[config.mk]
export PLATFORM = sky130hd
export DESIGN_NAME = jtframe_snd_mailbox
export DESIGN_NICKNAME = d
export VERILOG_FILES = /design/src/rtl/jtframe_snd_mailbox_pkg.sv /design/src/rtl/jtframe_snd_mailbox_fifo.sv /design/src/rtl/jtframe_snd_mailbox.sv
export SDC_FILE = /design/constraint.sdc
export NUM_CORES = 1
export LEC_CHECK = 0
export CORE_ASPECT_RATIO = 0.6
export CORE_MARGIN = 2
export CORE_UTILIZATION = 50
export DETAILED_ROUTE_END_ITERATION = 16
export GPL_ROUTABILITY_DRIVEN = 0
export HOLD_SLACK_MARGIN = 0.03
export PLACE_DENSITY_LB_ADDON = 0.15
export SLEW_MARGIN = 20
export SYNTH_ARGS = -nofsm -noshare
export SYNTH_HDL_FRONTEND = slang
export SYNTH_SLANG_ARGS = --single-unit
[constraint.sdc]
create_clock -name clk -period 4 [get_ports clk]
set_input_delay 0.4 -clock clk [delete_from_list [all_inputs] [get_ports clk]]
set_output_delay 0.4 -clock clk [all_outputs]
set_load 0.1 [all_outputs]
[src/rtl/jtframe_snd_mailbox_pkg.sv]
// Shared constants for the main-to-sound CPU mailbox.
// FIFO depth, out-of-range read value and counter widths.
package jtframe_snd_mailbox_pkg;

    localparam int FIFO_DEPTH = 4;
    localparam int NMI_CW     = 4;
    localparam int QCW        = 3;

    localparam logic [63:0] RD_OOR = '1;

endpackage

[src/rtl/jtframe_snd_mailbox_fifo.sv]
// 4-deep command FIFO that replaces latch 0 when
// JTFRAME_SNDMBOX_FIFO_EN is defined; push/pop arrive pre-qualified.
module jtframe_snd_mailbox_fifo
    import jtframe_snd_mailbox_pkg::*;
#(
    parameter int DW = 8
)(
    input  logic          clk,
    input  logic          rst_n,
    input  logic          push,
    input  logic          pop,
    input  logic [DW-1:0] din,
    output logic [DW-1:0] dout,
    output logic          empty,
    output logic          ovf
);

    localparam int PW = $clog2(FIFO_DEPTH);

    logic [DW-1:0] mem [FIFO_DEPTH];
    logic [PW-1:0] wp, rp;
    logic [PW:0]   cnt;
    logic          full, do_push, do_pop;

    assign full    = cnt == (PW+1)'(FIFO_DEPTH);
    assign empty   = cnt == '0;
    assign do_pop  = pop & ~empty;
    // A pop in the same cycle frees the slot a full push needs
    assign do_push = push & (~full | do_pop);
    assign dout    = mem[rp];

    always_ff @(posedge clk or negedge rst_n) begin
        if (!rst_n) begin
            for (int i = 0; i < FIFO_DEPTH; i++) mem[i] <= '0;
            wp  <= '0;
            rp  <= '0;
            cnt <= '0;
            ovf <= 1'b0;
        end else begin
            if (do_push) begin
                mem[wp] <= din;
                wp      <= wp + 1'b1;
            end
            if (do_pop) rp <= rp + 1'b1;
            if (do_push && !do_pop) cnt <= cnt + 1'b1;
            else if (do_pop && !do_push) cnt <= cnt - 1'b1;
            if (push && !do_push) ovf <= 1'b1;
        end
    end

endmodule

[src/rtl/jtframe_snd_mailbox.sv]
// Main-to-sound CPU mailbox: command latches, reply latch, NMI and queued INT.
// Define JTFRAME_SNDMBOX_FIFO_EN to turn latch 0 into a 4-deep FIFO.
module jtframe_snd_mailbox
    import jtframe_snd_mailbox_pkg::*;
#(
    parameter int LATCHES  = 2,
    parameter int DW       = 8,
    parameter int AW       = 1,
    parameter int NMI_LEN  = 4,
    parameter int INT_QMAX = 3
)(
    input  logic               clk,
    input  logic               rst_n,
    input  logic               cen,
    input  logic               main_wr,
    input  logic [AW-1:0]      main_addr,
    input  logic [DW-1:0]      main_din,
    input  logic               main_rd,
    output logic [DW-1:0]      main_dout,
    output logic               reply_full,
    input  logic               snd_rd,
    input  logic [AW-1:0]      snd_addr,
    output logic [DW-1:0]      snd_dout,
    input  logic               snd_wr,
    input  logic [DW-1:0]      snd_din,
    output logic [LATCHES-1:0] pending,
    input  logic               snd_int,
    input  logic               iack,
    output logic               int_n,
    output logic               nmi_n,
    input  logic               nmi_en,
    output logic               ovf_flag
);

    logic [DW-1:0]      latch [LATCHES];
    logic [LATCHES-1:0] pend;
    logic               wr_ok, rd_ok;

    assign wr_ok = cen & main_wr & (int'(main_addr) < LATCHES);
    assign rd_ok = cen & snd_rd;

    // Write beats read on the same latch so a fresh command is never lost
    always_ff @(posedge clk or negedge rst_n) begin
        if (!rst_n) begin
            for (int i = 0; i < LATCHES; i++) latch[i] <= '0;
            pend <= '0;
        end else begin
            for (int i = 0; i < LATCHES; i++) begin
                if (wr_ok && main_addr == AW'(i)) begin
                    latch[i] <= main_din;
                    pend[i]  <= 1'b1;
                end else if (rd_ok && snd_addr == AW'(i)) begin
                    pend[i]  <= 1'b0;
                end
            end
        end
    end

`ifdef JTFRAME_SNDMBOX_FIFO_EN
    logic [DW-1:0] fifo_head;
    logic          fifo_empty;

    jtframe_snd_mailbox_fifo #(.DW(DW)) u_fifo (
        .clk   (clk),
        .rst_n (rst_n),
        .push  (wr_ok && main_addr == '0),
        .pop   (rd_ok && snd_addr == '0),
        .din   (main_din),
        .dout  (fifo_head),
        .empty (fifo_empty),
        .ovf   (ovf_flag)
    );

    always_comb begin
        pending    = pend;
        pending[0] = ~fifo_empty;
        snd_dout   = RD_OOR[DW-1:0];
        for (int i = 1; i < LATCHES; i++)
            if (snd_addr == AW'(i)) snd_dout = latch[i];
        if (snd_addr == '0)
            snd_dout = fifo_empty ? RD_OOR[DW-1:0] : fifo_head;
    end
`else
    assign ovf_flag = 1'b0;

    always_comb begin
        pending  = pend;
        snd_dout = RD_OOR[DW-1:0];
        for (int i = 0; i < LATCHES; i++)
            if (snd_addr == AW'(i)) snd_dout = latch[i];
    end
`endif

    always_ff @(posedge clk or negedge rst_n) begin
        if (!rst_n) begin
            main_dout  <= '0;
            reply_full <= 1'b0;
        end else if (cen) begin
            if (snd_wr) begin
                main_dout  <= snd_din;
                reply_full <= 1'b1;
            end else if (main_rd) begin
                reply_full <= 1'b0;
            end
        end
    end

    logic [NMI_CW-1:0] nmi_cnt;

    always_ff @(posedge clk or negedge rst_n) begin
        if (!rst_n) begin
            nmi_cnt <= '0;
        end else if (cen) begin
            if (wr_ok && nmi_en) nmi_cnt <= NMI_CW'(NMI_LEN);
            else if (nmi_cnt != '0) nmi_cnt <= nmi_cnt - 1'b1;
        end
    end

    assign nmi_n = nmi_cnt == '0;

    logic           int_last, int_edge, ack;
    logic [QCW-1:0] q, q_nx;

    assign int_edge = snd_int & ~int_last;
    assign ack      = iack & (q != '0);

    // Edge and acknowledge together cancel out
    always_comb begin
        q_nx = q;
        if (int_edge && !ack) begin
            if (q != QCW'(INT_QMAX)) q_nx = q + 1'b1;
        end else if (ack && !int_edge) begin
            q_nx = q - 1'b1;
        end
    end

    always_ff @(posedge clk or negedge rst_n) begin
        if (!rst_n) begin
            int_last <= 1'b0;
            q        <= '0;
            int_n    <= 1'b1;
        end else if (cen) begin
            int_last <= snd_int;
            q        <= q_nx;
            int_n    <= q_nx == '0;
        end
    end

endmodule

Word-level counts from Yosys, hierarchy flattened --
Index checks and enable logic that the tools add are counted.
Operators by class: add/subtract/negate cells 3, eq/ne operators 1, multiplexer cells 12, bitwise gates (word level) 7, reductions and logical operators 20
Operators with widths (count):
- 3-bit 2-to-1 mux | 3
- 4-bit 2-to-1 mux | 2
- 8-bit 2-to-1 mux | 1
- 2-bit nonzero test | 4
- 1-bit logical AND | 7
- 1-bit 2-to-1 mux | 6
- 2-bit AND reduction | 3
- 1-bit AND | 4
- 4-bit zero test | 1
- 4-bit nonzero test | 1
- 4-bit by 1-bit subtractor with 4-bit output, second input constant | 1
- 3-bit by 1-bit adder with 3-bit output, second input constant | 1
- 3-bit zero test | 1
- 3-bit by 2-bit != test with 1-bit output, second input constant | 1
- 1-bit NOT | 3
- 3-bit nonzero test | 1
- 3-bit by 1-bit subtractor with 3-bit output, second input constant | 1
- 1-bit zero test | 2
Word-level totals: bits in registers 36, bits of input ports 28, output and inout port bits 22, logic and storage cells 53

Logic depth before layout (Yosys ltp) --
Gate-level depths: netlist of the first run.
word-level depth 7, gate-level depth with buffers 7, mapped depth without buffers 7

Worst setup path after synthesis of the first run --
No wires, ideal clock.
path kind input-to-output, from in snd_addr, to out snd_dout[0], arrival 1.294 ns, slack 2.306 ns, stages 2, buffers on the path 1, path through clkbuf_1 -> mux2_2
Between the ends: word-level cells in the longest chain between the ends 1
RTL lines:
- start: declaration | line jtframe_snd_mailbox.sv:22 | input logic [AW-1:0] snd_addr,
- 8-bit 2-to-1 mux | line jtframe_snd_mailbox.sv:90 | if (snd_addr == AW'(i)) snd_dout = latch[i];
- end: declaration | line jtframe_snd_mailbox.sv:23 | output logic [DW-1:0] snd_dout,
No other way between the ends.

Worst setup path after layout of the first run --
from reg nmi_cnt[0], to out nmi_n
Between the ends: word-level cells in the longest chain between the ends 1
RTL lines:
- start: declaration | line jtframe_snd_mailbox.sv:108 | logic [NMI_CW-1:0] nmi_cnt;
- start signal: assignment | line jtframe_snd_mailbox.sv:114 | if (wr_ok && nmi_en) nmi_cnt <= NMI_CW'(NMI_LEN);
- start signal: assignment | line jtframe_snd_mailbox.sv:115 | else if (nmi_cnt != '0) nmi_cnt <= nmi_cnt - 1'b1;
- 4-bit zero test | line jtframe_snd_mailbox.sv:119 | assign nmi_n = nmi_cnt == '0;
- end: declaration | line jtframe_snd_mailbox.sv:30 | output logic nmi_n,
No other way between the ends.

==> impl_metrics.ini, run 1 <==
[synth]
syn-cell-area_sq_mm = 0.00179
synth-seq-area-share = 0.505
syn-instance-count = 151
yosysWarnings = 0
synthesis.area_per_instance_sq_um = 11.8
synthArstFlopShare = 1.00
synth-edff-count = 0
synth.ff_latch_count = 36
synth.net_count = 184
synth_top_flop_cell = dfrtp_1
yosys.cell_types.count = 37

[worst_setup_path]
timing.reg2reg.setup_slack_ns = 2.26
critical_path.max_stage_delay_ns = 1.12
timing.critical_path.to = nmi_n
crit_required_ns = 3.60
end_kind = output pin
startpoint_type = flip-flop
path_cells = inv_1 -> ha_1 -> nand2_1 -> inv_1 -> clkdlybuf4s50_1
critical_path.max_fanout = 4
worstReg2RegEnd = int_n
worstPathArrival_ns = 2.27
crit_type = reg -> out
worst_path_most_repeated_cell = inv_1
slowest_stage = clkdlybuf4s50_1
worst_setup_sp = nmi_cnt[0]
r2r.worst_path.cells = 7
r2r-start = q[0]

[cells_and_area]
layout.filler_cells = 261
layout_cells_sized_above_1 = 0.269
layout.cell_area.non_filler_sq_mm = 0.00233
synthToLayoutAreaGrowth_pct = 30.3
number_of_antenna_repair_diodes = 0
fin_nets = 234

[grt]
global_router_s_overall_resource_usage = 0.199
grt_pass1_vias = 1301
grt_residual_overflow = 0
maximum_number_of_pins_on_one_net_before_global_route_repair = 37
wire_length_of_the_first_global_routing_pass_mm = 6.04
grt_antenna_before_repair = 0

[route]
drt_first_iter_violations = 89
remaining_drc_errors = 0
vias = 1336
route.detailed.wl_per_inst_microns = 14.9
first_pass_iters = 4
route.detailed.vias_per_inst = 5.43
detail_route.wirelength_mm = 3.66
antenna_left = 0

[cts]
clock_sinks = 36
clock_buffer_count_from_cts = 5
clock_insertion_delay_at_the_later_pin_of_the_skew_report_ns = 0.28
cts_max_path_buffers = 2
post_cts_hold_buffer_count = 0
post_cts_resized = 0
cts.clk_slew.worst_paths_ns = 0.07
clk_root_buffer_cell = clkbuf_8
cts-htree-levels = 2
clock_tree_from_tritoncts = built
post_cts.repair.setup_buffers = 0

[timing]
slew_headroom = 0.338
final.period_utilization = 0.666
fin_worst_hold_slack_ns = 0.183
setup_repair_after_global_routing_missed_its_margin = false
finalMaxSlewViolations = 0
fmax_mhz = 375
tightestPinTransition_ns = 0.990
period_minus_slack_ns = 2.67
setup-violations-final = 0
totalNegativeSetupSlack_ns = 0
finClkSkew_ns = 0.00516
hold_viol_final = 0

[floorplanning]
core_region_area_sq_mm = 0.00334
die_w_microns = 81.1
row_count = 16
start_util = 0.534
design.portCount = 50
dieHeight_microns = 50.3
die_outline_area_sq_mm = 0.00408

[power]
power.leakage_nw = 1.01
report.power.total_mw = 1.53
max-vdd-ir-drop_v = 0.000363
power-per-cell-area_mw_per_mm2 = 659

[outcome]
run_status = complete, no violations

[hold_path]
hp-class = in -> async

[placement]
placed_cell_area_sq_mm = 0.00225
dp_hpwl_mm = 2.68
io_buffer_count = 48

[job]
maxCapViolCount = 0
worst max-delay path, delay by kind of cell (launching register included):
| kind | cells | cell delay [ns] |
|---|---|---|
| flip-flops | 1 | 0.41 |
| adder cells (fa/ha/maj) | 1 | 0.17 |
| AND/OR/NAND/NOR | 1 | 0.11 |
| buffers and inverters | 3 | 1.29 |
registers in the layout, indices dropped and copies added, names as in the netlist:
| signal | flops |
|---|---|
| int_last | 1 |
| pending | 2 |
| reply_full | 1 |
| main_dout | 8 |
| nmi_cnt | 4 |
| int_n | 1 |
| q | 3 |
| latch | 16 |
worst min-delay path by stage:
stage                            end  slack (ns)  startpoint
after global placement    reply_full        0.47  reply_full
after global routing      nmi_cnt[3]        0.23       rst_n
after detailed placement       int_n        0.47       int_n
final                     nmi_cnt[1]        0.18       rst_n
after floorplan             int_last        0.10       rst_n
after CTS                 nmi_cnt[1]        0.21       rst_n
placed cells by master, fill, tap and decap left out, types with 2 or more instances in the layout:
cell type and instances:
a21oi_1 5, buf_4 8, clkbuf_8 5, clkdlybuf4s50_1 39
dfrtp_1 35, ha_1 5, inv_1 7, mux2_2 33
nand2_1 17, nand3_1 5, nand3b_1 2, nor2b_1 3
nor3_1 2, o21ai_0 10
synthesized netlist by cell type, drive strengths merged, types with 2 or more instances:
master  count  area, sq um
a211o       2         18.8
a21oi       5         25.0
buf         3         30.0
clkbuf      2         17.5
dfrtp      35          876
ha          5         62.6
inv         7         26.3
mux2       33          372
nand2      17         63.8
nand2b      2         22.5
nand3       5         25.0
nand3b      2         15.0
nor2b       3         18.8
nor3        2         10.0
o21ai      10         50.1
layer usage:
layer	wire length (microns)	up-vias	track usage
li1	-	637	-
met1	1700	640	0.256
met2	1630	52	0.315
met3	265	7	0.0612
met4	59	0	0.0791
met5	0	-	0
logic make-up after synthesis:
logic type / count (synthesis) / share of synthesized area
flip-flops: 36 / 0.505
AND/OR/NAND/NOR: 35 / 0.102
multiplexers: 33 / 0.208
AO/OA/AOI/OAI: 28 / 0.102
buffers and inverters: 12 / 0.0413
adder cells (fa/ha/maj): 5 / 0.0350
other: 1 / 0.00210
XOR/XNOR: 1 / 0.00491
power by group:
part,total (mW),switching (mW),leakage (nW),internal (mW)
sequential,0.523,0.0687,0.424,0.455
clock,0.239,0.121,0.0410,0.118
combinational,0.771,0.525,0.543,0.246
layout make-up:
type,count,area [sq um],share of cell area
clock inverters,1,5.00,0.00215
multi-input cells,103,810,0.348
clock buffers,6,72.6,0.0312
flip-flops and latches,36,902,0.388
well taps,45,56.3,0.0242
repair buffers,48,455,0.196
inverters,7,26.3,0.0113
metrics by stage:
step,std cells,utilization,setup slack [ns]
global route,246,0.696,1.24
CTS,246,0.696,1.33
detailed placement,239,0.673,1.62
global placement,239,0.673,1.70
floorplan,151,-,2.31
finish,246,0.696,1.33
Power figures use the tool's default switching activity.
==> run 2, diff against run 1 <==
- CORE_UTILIZATION: 50 -> 47
- clock period: 4 -> 2.6 ns (I/O delays scaled with it)
==> run 2 against run 1 <==
Non-clock buffer count up 1. Clock skew down 0.0046 ns. Utilization is 3.1 points lower. Sequential power increased by 54%. Cell area is 4.6% higher. Combinational power up 63%. Cell count up 1.6%. Flip-flop and latch count did not move. Largest cell class unchanged.
==> impl_metrics.ini, run 2 (same netlist as run 1, synthesis figures left out) <==
[cells_and_area]
largest_register_ffs = 16
layout_cells_sized_above_1 = 0.340
utilization_after_layout = 0.666
final_cell_mix = dfrtp_1 (35), mux2_2 (33), clkdlybuf4s50_1 (26)
fin_nets = 235
largest_registers = latch (16), main_dout (8), nmi_cnt (4)
final-instance-count-excl-fill = 250
largest-register = latch
layout.cell_area.non_filler_sq_mm = 0.00243
synthToLayoutAreaGrowth_pct = 36.4
number_of_antenna_repair_diodes = 0
mostFrequentLayoutCell = dfrtp_1

[route]
detail_route.wirelength_mm = 3.84
route.detailed.vias_per_inst = 5.48
vias = 1369
first_pass_iters = 4
route.detailed.wl_per_inst_microns = 15.4
antenna_left = 0
remaining_drc_errors = 0
drt_first_iter_violations = 72

[floorplanning]
die_w_microns = 83.6
die_outline_area_sq_mm = 0.00432
dieHeight_microns = 51.7
design.portCount = 50
row_count = 17
core_region_area_sq_mm = 0.00366
start_util = 0.488

[grt]
global_router_s_overall_resource_usage = 0.195
maximum_number_of_pins_on_one_net_before_global_route_repair = 37
grt_residual_overflow = 0
wire_length_of_the_first_global_routing_pass_mm = 6.44
grt_antenna_before_repair = 0
grt_pass1_vias = 1333

[timing]
finClkSkew_ns = 0.000518
totalNegativeSetupSlack_ns = 0
setup_repair_after_global_routing_missed_its_margin = false
fmax_mhz = 532
tightestPinTransition_ns = 0.800
hold_viol_final = 0
setup-violations-final = 0
finalMaxSlewViolations = 0
slew_headroom = 0.467
period_minus_slack_ns = 1.88
final.period_utilization = 0.724

[cts]
cts-htree-levels = 2
clock_buffer_count_from_cts = 5
clock_sinks = 36
clock_tree_from_tritoncts = built
post_cts_resized = 0
clk_root_buffer_cell = clkbuf_8
cts_max_path_buffers = 2
post_cts_hold_buffer_count = 0
cts.clk_slew.worst_paths_ns = 0.07
clock_insertion_delay_at_the_later_pin_of_the_skew_report_ns = 0.28
post_cts.repair.setup_buffers = 0

[worst_setup_path]
r2r-start = q[0]
r2r.worst_path.cells = 7
worstPathArrival_ns = 1.62
timing.reg2reg.setup_slack_ns = 0.73
critical_path.max_fanout = 10
startpoint_type = input port
crit_type = in -> out
worstReg2RegEnd = int_n
crit_required_ns = 2.34
end_kind = output pin

[power]
power.leakage_nw = 1.08
power-per-cell-area_mw_per_mm2 = 1050
max-vdd-ir-drop_v = 0.000635
report.power.total_mw = 2.55

[placement]
placed_cell_count = 242
placed_cell_area_sq_mm = 0.00233
dp_hpwl_mm = 2.84
io_buffer_count = 48

[outcome]
run_status = complete, no violations

[job]
maxCapViolCount = 0

[hold_path]
hp-class = in -> async
run 2: cell count changes in the layout (fill, tap and decap cells not counted):
cell	previous run	this run
clkdlybuf4s50_1	39	26
buf_12	0	8
buf_4	8	14
bufinv_16	0	1
run 2: per-layer routing:
metal / wire length [microns] / vias up / track usage
met5: 0 / - / 0
met4: 78 / 0 / 0.0833
met3: 271 / 11 / 0.0667
met2: 1800 / 53 / 0.305
met1: 1690 / 665 / 0.251
li1: - / 640 / -
run 2: where the power goes:
group	internal (mW)	switching, mW
sequential	0.699	0.108
clock	0.284	0.199
combinational	0.435	0.821
run 2: area by class of cell:
class	instances	area, sq um
Clock inverter	2	35.0
Sequential cell	36	902
Tap cell	47	58.8
Fill cell	282	1220
Clock buffer	6	72.6
Inverter	7	26.3
Timing Repair Buffer	49	531
Multi-Input combinational cell	103	810
run 2: per-stage QoR:
| stage | hold WS (ns) | worst slack [ns] |
|---|---|---|
| after detailed placement | 0.395 | 0.632 |
| after CTS | 0.0817 | 0.716 |
| after floorplan | -0.0356 | 1.05 |
| after global routing | 0.115 | 0.659 |
| final | 0.0552 | 0.719 |
| after global placement | 0.378 | 0.713 |
run 2: worst max-delay path, cell delays in order:
cell and delay (ns):
clkdlybuf4s50_1 0.75, mux2_2 0.43, buf_12 0.18
run 2: worst max path at each step:
stage          startpoint     endpoint  cells after the start
2_1_floorplan  nmi_cnt[0]        nmi_n                      4
3_3_place_gp          cen    latch[15]                      3
3_5_place_dp          cen    latch[10]                      3
4_1_cts          snd_addr  snd_dout[1]                      3
5_1_grt              q[0]        int_n                      7
6_report         snd_addr  snd_dout[1]                      3
==> run 3, diff against run 2 <==
- clock period: 2.6 -> 1.8 ns (I/O delays scaled with it)
==> run 3 against run 2 <==
Setup slack worse by 0.64 ns. Routed wire length down 2.3%. Utilization grew 1.5 points. Hold slack improved by 0.44 ns. Sequential share of layout area is 0.79 points lower. Cell count rose by 2.0%. Count of clock-buffer cells in the layout fell by 1. First-iteration DRC count is 17% lower. Register-to-register slack worse by 0.65 ns. Critical path type is now reg -> reg. Largest power group unchanged. Highest routed layer unchanged.
==> impl_metrics.ini, run 3 (same netlist as run 1, synthesis figures left out) <==
[timing]
finalMaxSlewViolations = 0
tightestPinTransition_ns = 0.780
setup-violations-final = 0
totalNegativeSetupSlack_ns = 0
slew_headroom = 0.480
final.period_utilization = 0.956
hold_viol_final = 0
finClkSkew_ns = 0.0114
period_minus_slack_ns = 1.72
fmax_mhz = 581

[cells_and_area]
number_of_antenna_repair_diodes = 0
largest_registers = latch (16), main_dout (8), nmi_cnt (4)
synthToLayoutAreaGrowth_pct = 39.5
largest_register_ffs = 16
fin_nets = 240
layout_cells_sized_above_1 = 0.370
largest-register = latch
mostFrequentLayoutCell = dfrtp_1
layout.filler_cells = 279
final_cell_mix = dfrtp_1 (34), mux2_2 (33), clkdlybuf4s50_1 (26)

[route]
vias = 1333
antenna_left = 0
first_pass_iters = 4
drt_first_iter_violations = 60
detail_route.wirelength_mm = 3.76
route.detailed.vias_per_inst = 5.23
remaining_drc_errors = 0
route.detailed.wl_per_inst_microns = 14.7

[worst_setup_path]
crit_type = reg -> reg
r2r-start = q[0]
worstReg2RegEnd = int_n
end_kind = flip-flop
startpoint_type = flip-flop
r2r.worst_path.cells = 7
timing.critical_path.to = int_n
worst_setup_sp = q[0]
crit_required_ns = 2.02
timing.reg2reg.setup_slack_ns = 0.08
worstPathArrival_ns = 1.94
critical_path.max_fanout = 7

[floorplanning]
die_outline_area_sq_mm = 0.00432
start_util = 0.488
dieHeight_microns = 51.7
row_count = 17
core_region_area_sq_mm = 0.00366
design.portCount = 50
die_w_microns = 83.6

[cts]
cts-htree-levels = 2
clock_insertion_delay_at_the_later_pin_of_the_skew_report_ns = 0.29
clk_root_buffer_cell = clkbuf_8
clock_buffer_count_from_cts = 5
clock_tree_from_tritoncts = built
clock_sinks = 36
cts.clk_slew.worst_paths_ns = 0.08
cts_max_path_buffers = 2

[grt]
grt_residual_overflow = 0
use_met2 = 0.301
grt_use_met1 = 0.251
grtUsageMet3 = 0.0746
grt_pass1_vias = 1347
global_router_s_overall_resource_usage = 0.193
grt_busiest_layer = met2
wire_length_of_the_first_global_routing_pass_mm = 6.44
grt_antenna_before_repair = 0
maximum_number_of_pins_on_one_net_before_global_route_repair = 37

[power]
report.power.total_mw = 3.65
max-vdd-ir-drop_v = 0.000982
power-per-cell-area_mw_per_mm2 = 1470
power.leakage_nw = 1.10

[placement]
dp_hpwl_mm = 2.87
io_buffer_count = 48

[job]
maxCapViolCount = 0

[hold_path]
hp-class = reg -> reg

[outcome]
run_status = complete, no violations
-- run 3: timing repair --
item	in CTS	in global routing
gates resized for setup	0	4
setup endpoints to repair	0	2
buffers inserted	0	0
hold buffers	1	0
endpoints found under the hold margin	35	0
-- run 3: cell type report --
type                       instances  area, sq um  share of cell area
sequential                        36          903               0.363
tap                               47         58.8              0.0236
inverter                           7         26.3              0.0105
multi-input combinational        103          820               0.329
timing repair buffer              54          596               0.239
clock buffer                       5         68.8              0.0276
clock inverter                     3         18.8             0.00753
-- run 3: worst max-delay path, cell delays in order, from the launching register on --
cell and delay [ns]:
dfrtp_2 0.45, inv_1 0.12, ha_2 0.23, nand2b_4 0.09
a211o_1 0.30, a211oi_1 0.25, a311oi_1 0.07, o22ai_1 0.15
-- run 3: worst min path at each step --
| stage | start | endpoint | slack (ns) | cells past startpoint |
|---|---|---|---|---|
| after floorplan | rst_n | int_last | -0.12 | 0 |
| after global placement | rst_n | nmi_cnt[1] | 0.30 | 1 |
| after detailed placement | rst_n | main_dout[0] | 0.30 | 1 |
| after CTS | reply_full | reply_full | 0.49 | 2 |
| after global routing | snd_din[1] | main_dout[1] | 0.50 | 2 |
| final | reply_full | reply_full | 0.49 | 2 |
-- run 3: metrics by stage --
| stage | worst slack [ns] | hold slack (ns) | instances | instance area, sq um | util |
|---|---|---|---|---|---|
| 2_1_floorplan | 0.255 | -0.116 | 151 | 1790 | - |
| 3_3_place_gp | 0.103 | 0.299 | 246 | 2380 | 0.651 |
| 3_5_place_dp | 0.0732 | 0.303 | 246 | 2380 | 0.651 |
| 4_1_cts | 0.0602 | 0.494 | 255 | 2480 | 0.678 |
| 5_1_grt | -0.000570 | 0.501 | 255 | 2490 | 0.681 |
| 6_report | 0.0797 | 0.493 | 255 | 2490 | 0.681 |
-- run 3: where the power goes --
group	total (mW)	switching (mW)	internal [mW]
sequential	1.18	0.164	1.01
combinational	1.92	1.20	0.715
clock	0.563	0.293	0.269
-- run 3: layer usage --
layer | part of all wire | vias up
li1 | - | 646
met1 | 0.45 | 634
met2 | 0.46 | 45
met3 | 0.072 | 8
met4 | 0.015 | 0
met5 | 0 | -
